## config.mk

```make
export PLATFORM = sky130hd
export DESIGN_NAME = button_input_port
export DESIGN_NICKNAME = d
export VERILOG_FILES = /design/src/rtl/button_input_port.sv
export SDC_FILE = /design/constraint.sdc
export NUM_CORES = 1
export LEC_CHECK = 0
export CAP_MARGIN = 10
export CORE_MARGIN = 2
export CORE_UTILIZATION = 58
export DETAILED_ROUTE_END_ITERATION = 8
export PLACE_DENSITY = 0.84
export SLEW_MARGIN = 0
export SYNTH_ARGS = -nofsm -noshare
export SYNTH_HDL_FRONTEND = slang
export SYNTH_SLANG_ARGS = --single-unit
```

## constraint.sdc

```tcl
create_clock -name clk -period 3.75 [get_ports clk]
set_input_delay 0.375 -clock clk [delete_from_list [all_inputs] [get_ports clk]]
set_output_delay 0.375 -clock clk [all_outputs]
set_load 0.02 [all_outputs]
```

## src/rtl/button_input_port.sv

```systemverilog
// Input-port responder for the clock CPU: debounced button levels, sticky press
// events and a saturating press counter, read through a small read-to-clear port map.
module button_input_port #(
    parameter int unsigned N_BUTTONS       = 3,
    parameter int unsigned DEBOUNCE_CYCLES = 50000,
    parameter bit          ACTIVE_LOW      = 1'b1
) (
    input  logic                 clk,
    input  logic                 rstn,
    input  logic [N_BUTTONS-1:0] buttons,
    input  logic                 read_in,
    input  logic [3:0]           in_port,
    output logic [15:0]          in_data,
    output logic [N_BUTTONS-1:0] pressed
);

    localparam int unsigned     CNT_W    = $clog2(DEBOUNCE_CYCLES);
    localparam int unsigned     RISE_W   = $clog2(N_BUTTONS + 1);
    localparam logic [CNT_W-1:0] CNT_LAST = CNT_W'(DEBOUNCE_CYCLES - 1);
    localparam logic [15:0]     ID_WORD  = {8'hB1, 4'h0, 4'(N_BUTTONS)};

    localparam logic [3:0] PORT_LEVEL = 4'd0;
    localparam logic [3:0] PORT_EVENT = 4'd1;
    localparam logic [3:0] PORT_COUNT = 4'd2;
    localparam logic [3:0] PORT_ID    = 4'd3;

    logic [N_BUTTONS-1:0] pin_norm;
    logic [N_BUTTONS-1:0] sync_q;
    logic [N_BUTTONS-1:0] samp_q;
    logic [CNT_W-1:0]     cnt_q [N_BUTTONS];
    logic [CNT_W-1:0]     cnt_d [N_BUTTONS];
    logic [N_BUTTONS-1:0] pressed_d;
    logic [N_BUTTONS-1:0] rise;
    logic [N_BUTTONS-1:0] event_q;
    logic [N_BUTTONS-1:0] event_d;
    logic [7:0]           press_count_q;
    logic [7:0]           press_count_d;
    logic [RISE_W-1:0]    rise_num;
    logic [8:0]           count_sum;
    logic                 clr_event;
    logic                 clr_count;

    // Pressed is normalised to 1 before synchronising, so reset (0) means released.
    assign pin_norm  = ACTIVE_LOW ? ~buttons : buttons;
    assign clr_event = read_in && (in_port == PORT_EVENT);
    assign clr_count = read_in && (in_port == PORT_COUNT);

    // Debounce: accept a new level only after DEBOUNCE_CYCLES consecutive mismatches.
    always_comb begin
        pressed_d = pressed;
        for (int unsigned i = 0; i < N_BUTTONS; i++) begin
            cnt_d[i] = '0;
            if (samp_q[i] != pressed[i]) begin
                if (cnt_q[i] == CNT_LAST) begin
                    pressed_d[i] = samp_q[i];
                end else begin
                    cnt_d[i] = cnt_q[i] + CNT_W'(1);
                end
            end
        end
    end

    // Rising edges set events and bump the counter; a same-cycle clear keeps the new rises.
    always_comb begin
        rise     = pressed_d & ~pressed;
        rise_num = '0;
        for (int unsigned i = 0; i < N_BUTTONS; i++) begin
            rise_num = rise_num + RISE_W'(rise[i]);
        end
        count_sum = 9'(press_count_q) + 9'(rise_num);
        event_d   = clr_event ? rise : (event_q | rise);
        if (clr_count) begin
            press_count_d = 8'(rise_num);
        end else if (count_sum > 9'd255) begin
            press_count_d = 8'hFF;
        end else begin
            press_count_d = count_sum[7:0];
        end
    end

    // Read data reflects state before any clear caused by this cycle's read.
    always_comb begin
        in_data = 16'h0000;
        case (in_port)
            PORT_LEVEL: in_data = 16'(pressed);
            PORT_EVENT: in_data = 16'(event_q);
            PORT_COUNT: in_data = {8'h00, press_count_q};
            PORT_ID:    in_data = ID_WORD;
            default:    in_data = 16'h0000;
        endcase
    end

    always_ff @(posedge clk or negedge rstn) begin
        if (!rstn) begin
            sync_q        <= '0;
            samp_q        <= '0;
            pressed       <= '0;
            event_q       <= '0;
            press_count_q <= '0;
            for (int unsigned i = 0; i < N_BUTTONS; i++) begin
                cnt_q[i] <= '0;
            end
        end else begin
            sync_q        <= pin_norm;
            samp_q        <= sync_q;
            pressed       <= pressed_d;
            event_q       <= event_d;
            press_count_q <= press_count_d;
            for (int unsigned i = 0; i < N_BUTTONS; i++) begin
                cnt_q[i] <= cnt_d[i];
            end
        end
    end

endmodule

```

==> flow_metrics.py, run 1 <==
metrics = {
    "die": {
        "core.rowCount": 27,
        "die_y_um": 80.8,
        "fp.coreArea_sq_um": 5610,
        "dieArea_sq_um": 6530,
        "num_io_pins": 29,
        "die_w_um": 80.8,
        "initial_core_util_pct": 61.0,
    },
    "logic_synthesis": {
        "synth-compound-area-share_pct": 4.65,
        "synth_edf_count": 0,
        "synth_common_cells": "dfrtp_1, nor2_1, xnor2_1",
        "synth-seq-cells": 68,
        "synth_fa_ha_area_share_pct": 3.00,
        "ys.flop_type": "dfrtp_1",
        "synth-simple-area-share_pct": 25.6,
        "ys.warnings.count": 0,
        "synthMostInstantiatedCell": "dfrtp_1",
        "post-synth-top-area-cell": "dfrtp_1",
        "synth_top_family_by_area": "simple AND/OR/NAND/NOR gates",
        "synth.distinct_cells": 48,
        "syn_inst": 338,
        "yosys.area.top_type_share_pct": 49.7,
        "syn-cell-area_sq_um": 3420,
        "postSynthAreaPerCell_sq_um": 10.1,
        "synthTopCellsByArea": "dfrtp_1, xnor2_1, nor2_1",
        "synth.area.mux_share_pct": 1.10,
        "synth_xor_area_share_pct": 12.3,
        "async_reset_ff_share_pct": 100,
        "synth_seq_area_share_pct": 49.7,
    },
    "place": {
        "hpwl_mm": 4.50,
        "place_congestion": 0.863,
        "place_inst": 427,
        "port_buffers": 24,
        "place_ws_ns": 0.164,
        "dpl_cell_area_sq_um": 3700,
    },
    "critical_path": {
        "cp.arrival_ns": 3.80,
        "crit_type": "flip-flop to flip-flop",
        "required_ns": 4.04,
        "r2r_end": "press_count_q[0]",
        "cp-end-kind": "flip-flop",
        "regToRegSetupSlack_ns": 0.24,
        "start_kind": "flip-flop",
        "crit-reg2reg-launch": "cnt_q[32]",
        "rr_worst_depth": 11,
        "cp_max_fo": 7,
    },
    "routing": {
        "dr.pass1.iters": 4,
        "via_per_inst": 5.66,
        "wl_per_cell_um": 14.5,
        "first_iter_violations": 106,
        "drc": 0,
        "ant_nets": 0,
        "vias": 2508,
        "wl_mm": 6.43,
    },
    "power_and_ir_drop": {
        "leakagePower_nw": 1.63,
        "ir_drop_mv": 0.240,
        "power_density_nw_per_um2": 371,
    },
    "cells_and_area": {
        "area_growth_pct": 13.5,
        "fill_cells": 446,
        "antenna_cells": 0,
        "finish.net_count": 383,
        "utilization_pct": 69.3,
        "layout-drive-gt1-share_pct": 7.82,
        "layout.cells.non_filler": 443,
        "fin_area_sq_um": 3880,
    },
    "global_route": {
        "grt_remaining_overflow": 0,
        "grt_pass1_vias": 2426,
        "antenna_found_initial": 0,
        "grt_max_degree": 51,
        "grtUsageTotal_pct": 22.0,
        "grt_pass1_wl_mm": 10.9,
    },
    "clocking": {
        "cts_tree": "done",
        "clk_latency_ns": 0.35,
        "cts.sinks": 68,
        "clkTransAtPathRegs_ns": 0.07,
        "cts_buffer_depth": 2,
        "ctsHtreeMaxLevel": 3,
        "post_cts_buffers": 0,
        "cts-root-buf": "clkbuf_8",
        "numCtsBuffers": 9,
    },
    "timing": {
        "max_slew_margin_pct": 30.1,
        "skew_ns": 0.00897,
        "max_freq_ghz": 0.285,
        "min_period_ns": 3.51,
        "tightest_slew_ns": 1.05,
        "finalHoldViolCount": 0,
        "post-route-period-util_pct": 93.7,
        "rsz0062_at_grt": "false",
        "finalSetupViolations": 0,
        "layout_setup_ws_ns": 0.236,
        "slew_violations": 0,
        "setup_tns_ns": 0,
    },
    "status": {
        "status": "finished clean",
    },
    "worst_hold_path": {
        "hold_path_class": "primary input to async pin",
    },
    "run": {
        "max-cap-violations": 0,
    },
}
==> per-layer routing <==
metal / routed length [um] / global-route usage, % / vias to the layer above
li1: - / - / 1211
met4: 134 / 11.2 / 0
met2: 3180 / 36.4 / 51
met3: 223 / 4.56 / 10
met1: 2880 / 27.5 / 1236
met5: 0 / 0 / -
==> metrics by stage <==
stage | total power [mW] | hold slack (ns)
2_1_floorplan | 0.858 | 0.0794
3_3_place_gp | 0.897 | 0.338
3_5_place_dp | 0.903 | 0.339
4_1_cts | 1.45 | 0.245
5_1_grt | 1.50 | 0.301
6_report | 1.44 | 0.207
==> worst max path at each step <==
stage / start / endpoint / cells after the start / slack, ns
after floorplan: cnt_q[11] / press_count_q[0] / 11 / 0.49
final: cnt_q[32] / press_count_q[0] / 11 / 0.24
after global placement: cnt_q[32] / press_count_q[0] / 11 / 0.37
after detailed placement: cnt_q[32] / press_count_q[0] / 11 / 0.16
after CTS: cnt_q[32] / press_count_q[0] / 11 / 0.13
after global routing: cnt_q[32] / press_count_q[1] / 10 / 0.02
==> registers in the layout, indices dropped and copies added (netlist names) <==
register / count
cnt_q: 48
event_q: 3
press_count_q: 8
pressed: 3
samp_q: 3
sync_q: 3
==> worst max-delay path, stage by stage, from the launching register on <==
cell and delay [ns]:
dfrtp_1 0.42, ha_1 0.25, nand3_1 0.24, nand4b_1 0.25, nor3b_2 0.10, fa_1 0.56
ha_1 0.16, inv_1 0.05, fa_1 0.46, or4b_1 0.69, nand2_1 0.12, o22a_1 0.14
==> where the power goes <==
group	total, mW	internal [mW]	switching (mW)
Clock	0.551	0.274	0.277
Sequential	0.788	0.760	0.0276
Combinational	0.101	0.0436	0.0574
Total	1.44	1.08	0.362
==> cell families (layout without fill, tap and decap cells) <==
kind of cell / Yosys count / count (layout)
AO/OA/AOI/OAI: 21 / 21
XOR/XNOR: 48 / 48
adder cells (fa/ha/maj): 7 / 7
buffers and inverters: 25 / 55
flip-flops: 68 / 68
multiplexers: 3 / 3
other: 1 / 4
AND/OR/NAND/NOR: 165 / 165
==> layout by cell type (no fill, tap or decap), types with 2 or more instances in the layout <==
master and n:
nand3_1 19, nand4_1 9, nor2b_1 2, clkinv_2 3, nor4b_1 2, xnor2_1 40
a22oi_1 2, nor3b_1 3, dfrtp_1 68, buf_4 2, or4_4 2, inv_1 13
fa_1 2, clkbuf_8 11, and3_1 10, clkdlybuf4s50_1 23, o21ai_1 2, xor2_1 8
nand3b_1 2, conb_1 4, nor2_1 60, nor3_1 11, a21o_1 2, o211ai_1 2
ha_1 5, nor4bb_1 3, nand2_1 18, a21oi_1 7, nor4_1 12
==> repair_timing <==
item | CTS | global route
setup endpoints to repair | 0 | 6
hold endpoints to repair | 0 | 0
hold buffers | 0 | 0
gates resized for setup | 0 | 1
==> final cells by class <==
| type | count | area, sq um | share of cell area, % |
|---|---|---|---|
| clock buffers | 12 | 155 | 3.99 |
| clock inverters | 4 | 23.8 | 0.612 |
| inverters | 13 | 48.8 | 1.26 |
| multi-input cells | 248 | 1610 | 41.6 |
| flip-flops and latches | 68 | 1700 | 43.8 |
| well taps | 72 | 90.1 | 2.32 |
| repair buffers | 26 | 250 | 6.44 |
(Power assumes the default switching activity.)
==> run 2: changes to the inputs <==
PLACE_DENSITY = not set   (was 0.84)
PLACE_DENSITY_LB_ADDON = 0.15   (was not set)
==> flow_metrics.py, run 2 (synthesized netlist as in run 1, its figures left out) <==
metrics = {
    "status": {
        "status": "finished clean",
    },
    "global_route": {
        "grt_remaining_overflow": 0,
        "grt_pass1_wl_mm": 11.2,
        "use_met2_pct": 33.9,
        "grt_max_degree": 49,
        "grt_pass1_vias": 2495,
        "grtUsageTotal_pct": 22.2,
        "antenna_found_initial": 0,
        "met3_usage_pct": 5.56,
        "met1_usage_pct": 30.4,
        "top_usage_layer": "met2",
    },
    "power_and_ir_drop": {
        "leakagePower_nw": 1.65,
        "swShare_pct": 24.0,
        "clkPwrFrac_pct": 42.6,
        "ir_drop_mv": 0.377,
        "power_frac_seq_pct": 50.8,
        "intPower_mw": 1.18,
        "power_density_nw_per_um2": 395,
        "p_switching_uw": 373,
        "comb_power_share_pct": 6.6,
    },
    "routing": {
        "wl_per_cell_um": 14.2,
        "vias": 2488,
        "drc": 0,
        "via_per_inst": 5.59,
        "ant_nets": 0,
        "dr.pass1.iters": 4,
        "wl_mm": 6.31,
        "first_iter_violations": 112,
    },
    "timing": {
        "skew_ns": 0.0112,
        "setup_tns_ns": 0,
        "finalSetupViolations": 0,
        "tightest_slew_ns": 1.04,
        "fin_hold_ws_ns": 0.211,
        "rsz0062_at_grt": "false",
        "slew_violations": 0,
        "finalHoldViolCount": 0,
        "min_period_ns": 3.53,
        "max_freq_ghz": 0.284,
        "max_slew_margin_pct": 31.0,
        "post-route-period-util_pct": 94.0,
    },
    "die": {
        "fp.coreArea_sq_um": 5610,
        "die_w_um": 80.8,
        "initial_core_util_pct": 61.0,
        "num_io_pins": 29,
        "die_y_um": 80.8,
        "dieArea_sq_um": 6530,
        "core.rowCount": 27,
    },
    "place": {
        "port_buffers": 24,
        "hpwl_mm": 4.34,
        "dpl_cell_area_sq_um": 3710,
        "place_congestion": 0.872,
    },
    "critical_path": {
        "path_common_cell": "fa_1",
        "rr_worst_depth": 11,
        "regToRegSetupSlack_ns": 0.22,
        "cp-end-kind": "flip-flop",
        "crit_path_max_incr_delay_ns": 0.68,
        "crit_slowest_cell": "or4b_1",
        "crit-reg2reg-launch": "cnt_q[12]",
        "crit_family": "simple AND/OR/NAND/NOR gates",
        "cp_max_fo": 6,
        "required_ns": 4.04,
        "cp.arrival_ns": 3.82,
        "crit_chain": "nor4b_2 > nand3b_1 > or4_4 > nor2_1 > fa_1 > ha_1 > inv_1 > fa_1 > or4b_1 > nand2_1 > o22a_1",
        "r2r_end": "press_count_q[0]",
        "path_buf_inv": 1,
        "crit_type": "flip-flop to flip-flop",
        "start_kind": "flip-flop",
    },
    "clocking": {
        "cts_buffer_depth": 2,
        "post_cts_buffers": 0,
        "holdBufCountCts": 0,
        "ctsHtreeMaxLevel": 3,
        "cts-root-buf": "clkbuf_8",
        "cts_tree": "done",
        "clkTransAtPathRegs_ns": 0.08,
        "cts.sinks": 68,
        "clk_latency_ns": 0.34,
        "cts-resized-gates": 0,
        "numCtsBuffers": 9,
    },
    "cells_and_area": {
        "layout-drive-gt1-share_pct": 8.04,
        "largestRegisters": "cnt_q x48, press_count_q x8",
        "fin_area_sq_um": 3930,
        "mostFrequentLayoutCells": "dfrtp_1, nor2_1, xnor2_1, clkdlybuf4s50_1, nand3_1",
        "area_growth_pct": 14.9,
        "largest_reg_flops": 48,
        "mostFrequentLayoutCell": "dfrtp_1",
        "finish.net_count": 385,
        "antenna_cells": 0,
        "largest_register": "cnt_q",
    },
    "run": {
        "max-cap-violations": 0,
    },
    "worst_hold_path": {
        "hold_path_class": "primary input to async pin",
    },
}
## run 2: cell count changes in the layout (fill, tap and decap cells not counted)
cell / change
clkbuf_8: -2
clkinvlp_4: +2
bufinv_16: +2
nor3b_1: +1
nor3b_2: -1
buf_4: +2
clkinv_2: -2
## run 2: per-layer routing
layer | wire (um) | vias up
met1 | 2990 | 1198
met2 | 2960 | 65
li1 | - | 1216
met5 | 0 | -
met3 | 274 | 9
met4 | 89 | 0
## run 2: power by group through the flow
stage	logic, mW	clock network (mW)	registers [mW]
floorplan	0.0643	0	0.794
global placement	0.0993	0	0.800
detailed placement	0.103	0	0.801
CTS	0.104	0.671	0.787
global route	0.118	0.706	0.792
finish	0.103	0.661	0.788
## run 2: per-stage QoR
| stage | power (mW) | cells | worst slack [ns] | util [%] |
|---|---|---|---|---|
| floorplan | 0.858 | 341 | 0.494 | - |
| global placement | 0.899 | 429 | 0.377 | 66.2 |
| detailed placement | 0.904 | 429 | 0.260 | 66.2 |
| CTS | 1.56 | 445 | 0.234 | 70.1 |
| global route | 1.62 | 445 | 0.0260 | 70.1 |
| finish | 1.55 | 445 | 0.224 | 70.1 |
## run 2: worst max-delay path by stage
stage / start / to / slack, ns / cells past startpoint
floorplan: cnt_q[11] / press_count_q[0] / 0.49 / 11
global placement: cnt_q[12] / press_count_q[0] / 0.38 / 11
detailed placement: cnt_q[12] / press_count_q[0] / 0.26 / 11
CTS: cnt_q[12] / press_count_q[0] / 0.23 / 11
global route: cnt_q[12] / press_count_q[0] / 0.03 / 11
finish: cnt_q[12] / press_count_q[0] / 0.22 / 11
## run 2: cell type report
class,count,area [sq um]
inverters,13,48.8
well taps,72,90.1
clock inverters,6,88.8
fillers,457,1680
multi-input cells,248,1610
flip-flops and latches,68,1700
repair buffers,28,265
clock buffers,10,128
==> run 3: changes to the inputs <==
CORE_UTILIZATION = 26   (was 58)
SKIP_LAST_GASP = 1   (was not set)
clock period = 4.5 ns   (was 3.75 ns; I/O delays follow)
==> flow_metrics.py, run 3 (synthesized netlist as in run 1, its figures left out) <==
metrics = {
    "status": {
        "status": "finished clean",
    },
    "clocking": {
        "clk_latency_ns": 0.33,
        "cts-root-buf": "clkbuf_16",
        "cts-resized-gates": 0,
        "post_cts_buffers": 0,
        "numCtsBuffers": 9,
        "cts_buffer_depth": 2,
        "cts_tree": "done",
        "holdBufCountCts": 0,
        "ctsHtreeMaxLevel": 3,
        "clkTransAtPathRegs_ns": 0.05,
        "cts.sinks": 68,
    },
    "run": {
        "max-cap-violations": 0,
    },
    "die": {
        "initial_core_util_pct": 26.9,
        "die_w_um": 119,
        "fp.coreArea_sq_um": 12700,
        "dieArea_sq_um": 14100,
        "die_y_um": 119,
        "core.rowCount": 41,
        "num_io_pins": 29,
    },
    "cells_and_area": {
        "mostFrequentLayoutCell": "dfrtp_1",
        "mostFrequentLayoutCells": "dfrtp_1, nor2_1, xnor2_1, clkdlybuf4s50_1, nand3_1",
        "largest_reg_flops": 48,
        "layout-drive-gt1-share_pct": 6.79,
        "fin_area_sq_um": 4110,
        "antenna_cells": 0,
        "area_growth_pct": 20.1,
        "largestRegisters": "cnt_q x48, press_count_q x8",
        "finish.net_count": 382,
        "largest_register": "cnt_q",
    },
    "timing": {
        "post-route-period-util_pct": 79.0,
        "slew_violations": 0,
        "skew_ns": 0.00627,
        "rsz0062_at_grt": "false",
        "finalHoldViolCount": 0,
        "max_freq_ghz": 0.281,
        "finalSetupViolations": 0,
        "tightest_slew_ns": 0.949,
        "min_period_ns": 3.55,
        "max_slew_margin_pct": 36.8,
        "setup_tns_ns": 0,
    },
    "critical_path": {
        "crit-reg2reg-launch": "cnt_q[32]",
        "crit_type": "flip-flop to flip-flop",
        "crit_slowest_cell": "or4b_1",
        "r2r_end": "press_count_q[0]",
        "crit_path_max_incr_delay_ns": 0.67,
        "start_kind": "flip-flop",
        "crit_start": "cnt_q[32]",
        "cp-end-kind": "flip-flop",
        "crit_chain": "ha_1 > nand3_1 > nand4b_1 > nor3b_1 > fa_1 > ha_1 > inv_1 > fa_1 > or4b_1 > nand2_1 > o22a_1",
        "critPathCapture": "press_count_q[0]",
        "required_ns": 4.76,
        "cp.arrival_ns": 3.82,
        "rr_worst_depth": 11,
        "regToRegSetupSlack_ns": 0.95,
        "cp_max_fo": 7,
    },
    "routing": {
        "first_iter_violations": 77,
        "ant_nets": 0,
        "via_per_inst": 4.45,
        "dr.pass1.iters": 4,
        "wl_per_cell_um": 12.7,
        "wl_mm": 6.84,
        "drc": 0,
        "vias": 2405,
    },
    "power_and_ir_drop": {
        "power_density_nw_per_um2": 351,
        "power_mw": 1.44,
        "power_frac_seq_pct": 45.6,
        "comb_power_share_pct": 5.9,
        "clkPwrFrac_pct": 48.6,
        "swShare_pct": 22.2,
        "intPower_mw": 1.12,
        "ir_drop_mv": 0.181,
        "leakagePower_nw": 1.68,
        "p_switching_uw": 320,
    },
    "global_route": {
        "grtUsageTotal_pct": 10.8,
        "grt_max_degree": 41,
        "antenna_found_initial": 0,
        "grt_pass1_vias": 2447,
        "grt_remaining_overflow": 0,
        "grt_pass1_wl_mm": 12.1,
    },
    "worst_hold_path": {
        "hold_path_class": "primary input to async pin",
    },
    "place": {
        "port_buffers": 24,
        "place_congestion": 0.778,
        "dpl_cell_area_sq_um": 3820,
        "hpwl_mm": 4.77,
    },
}
run 3: layer usage:
| metal | vias up | GRT usage, % | wire length, um |
|---|---|---|---|
| li1 | 1202 | - | - |
| met1 | 1155 | 14.0 | 3300 |
| met2 | 37 | 16.5 | 3120 |
| met3 | 11 | 3.62 | 299 |
| met4 | 0 | 4.24 | 124 |
| met5 | - | 0 | 0 |
run 3: stage by stage:
stage          hold WS [ns]  utilization, %  cells  setup slack (ns)
6_report              0.254            32.3    540             0.947
5_1_grt               0.357            32.3    540             0.579
4_1_cts               0.310            32.3    540             0.909
3_5_place_dp          0.336            30.0    526             0.938
3_3_place_gp          0.336            30.0    526              1.03
2_1_floorplan         0.154               -    341              1.24
run 3: worst min path at each step:
| stage | endpoint | depth (start not counted) | startpoint |
|---|---|---|---|
| CTS | cnt_q[24] | 1 | rstn |
| global placement | samp_q[2] | 0 | sync_q[2] |
| finish | cnt_q[43] | 1 | rstn |
| detailed placement | samp_q[2] | 0 | sync_q[2] |
| global route | cnt_q[24] | 1 | rstn |
| floorplan | cnt_q[0] | 0 | rstn |
run 3: power by group through the flow:
stage / clock network, mW / registers [mW] / logic, mW
after global placement: 0 / 0.668 / 0.0865
final: 0.701 / 0.658 / 0.0844
after detailed placement: 0 / 0.669 / 0.0864
after global routing: 0.755 / 0.661 / 0.0978
after floorplan: 0 / 0.662 / 0.0535
after CTS: 0.726 / 0.658 / 0.0869
run 3: worst max-delay path, delay by kind of cell (launching register included):
kind	cells	cell delay, ns
adders and majority gates	4	1.06
AOI/OAI and AO/OA	1	0.14
buffers and inverters	1	0.06
and+or+nand+nor	5	1.84
DFF	1	0.38
run 3: cell type report:
class	instances	area [sq um]
Clock inverter	2	35.0
Fill cell	1345	8610
Multi-Input combinational cell	248	1610
Inverter	13	48.8
Clock buffer	12	256
Timing Repair Buffer	25	243
Sequential cell	68	1700
Tap cell	172	215
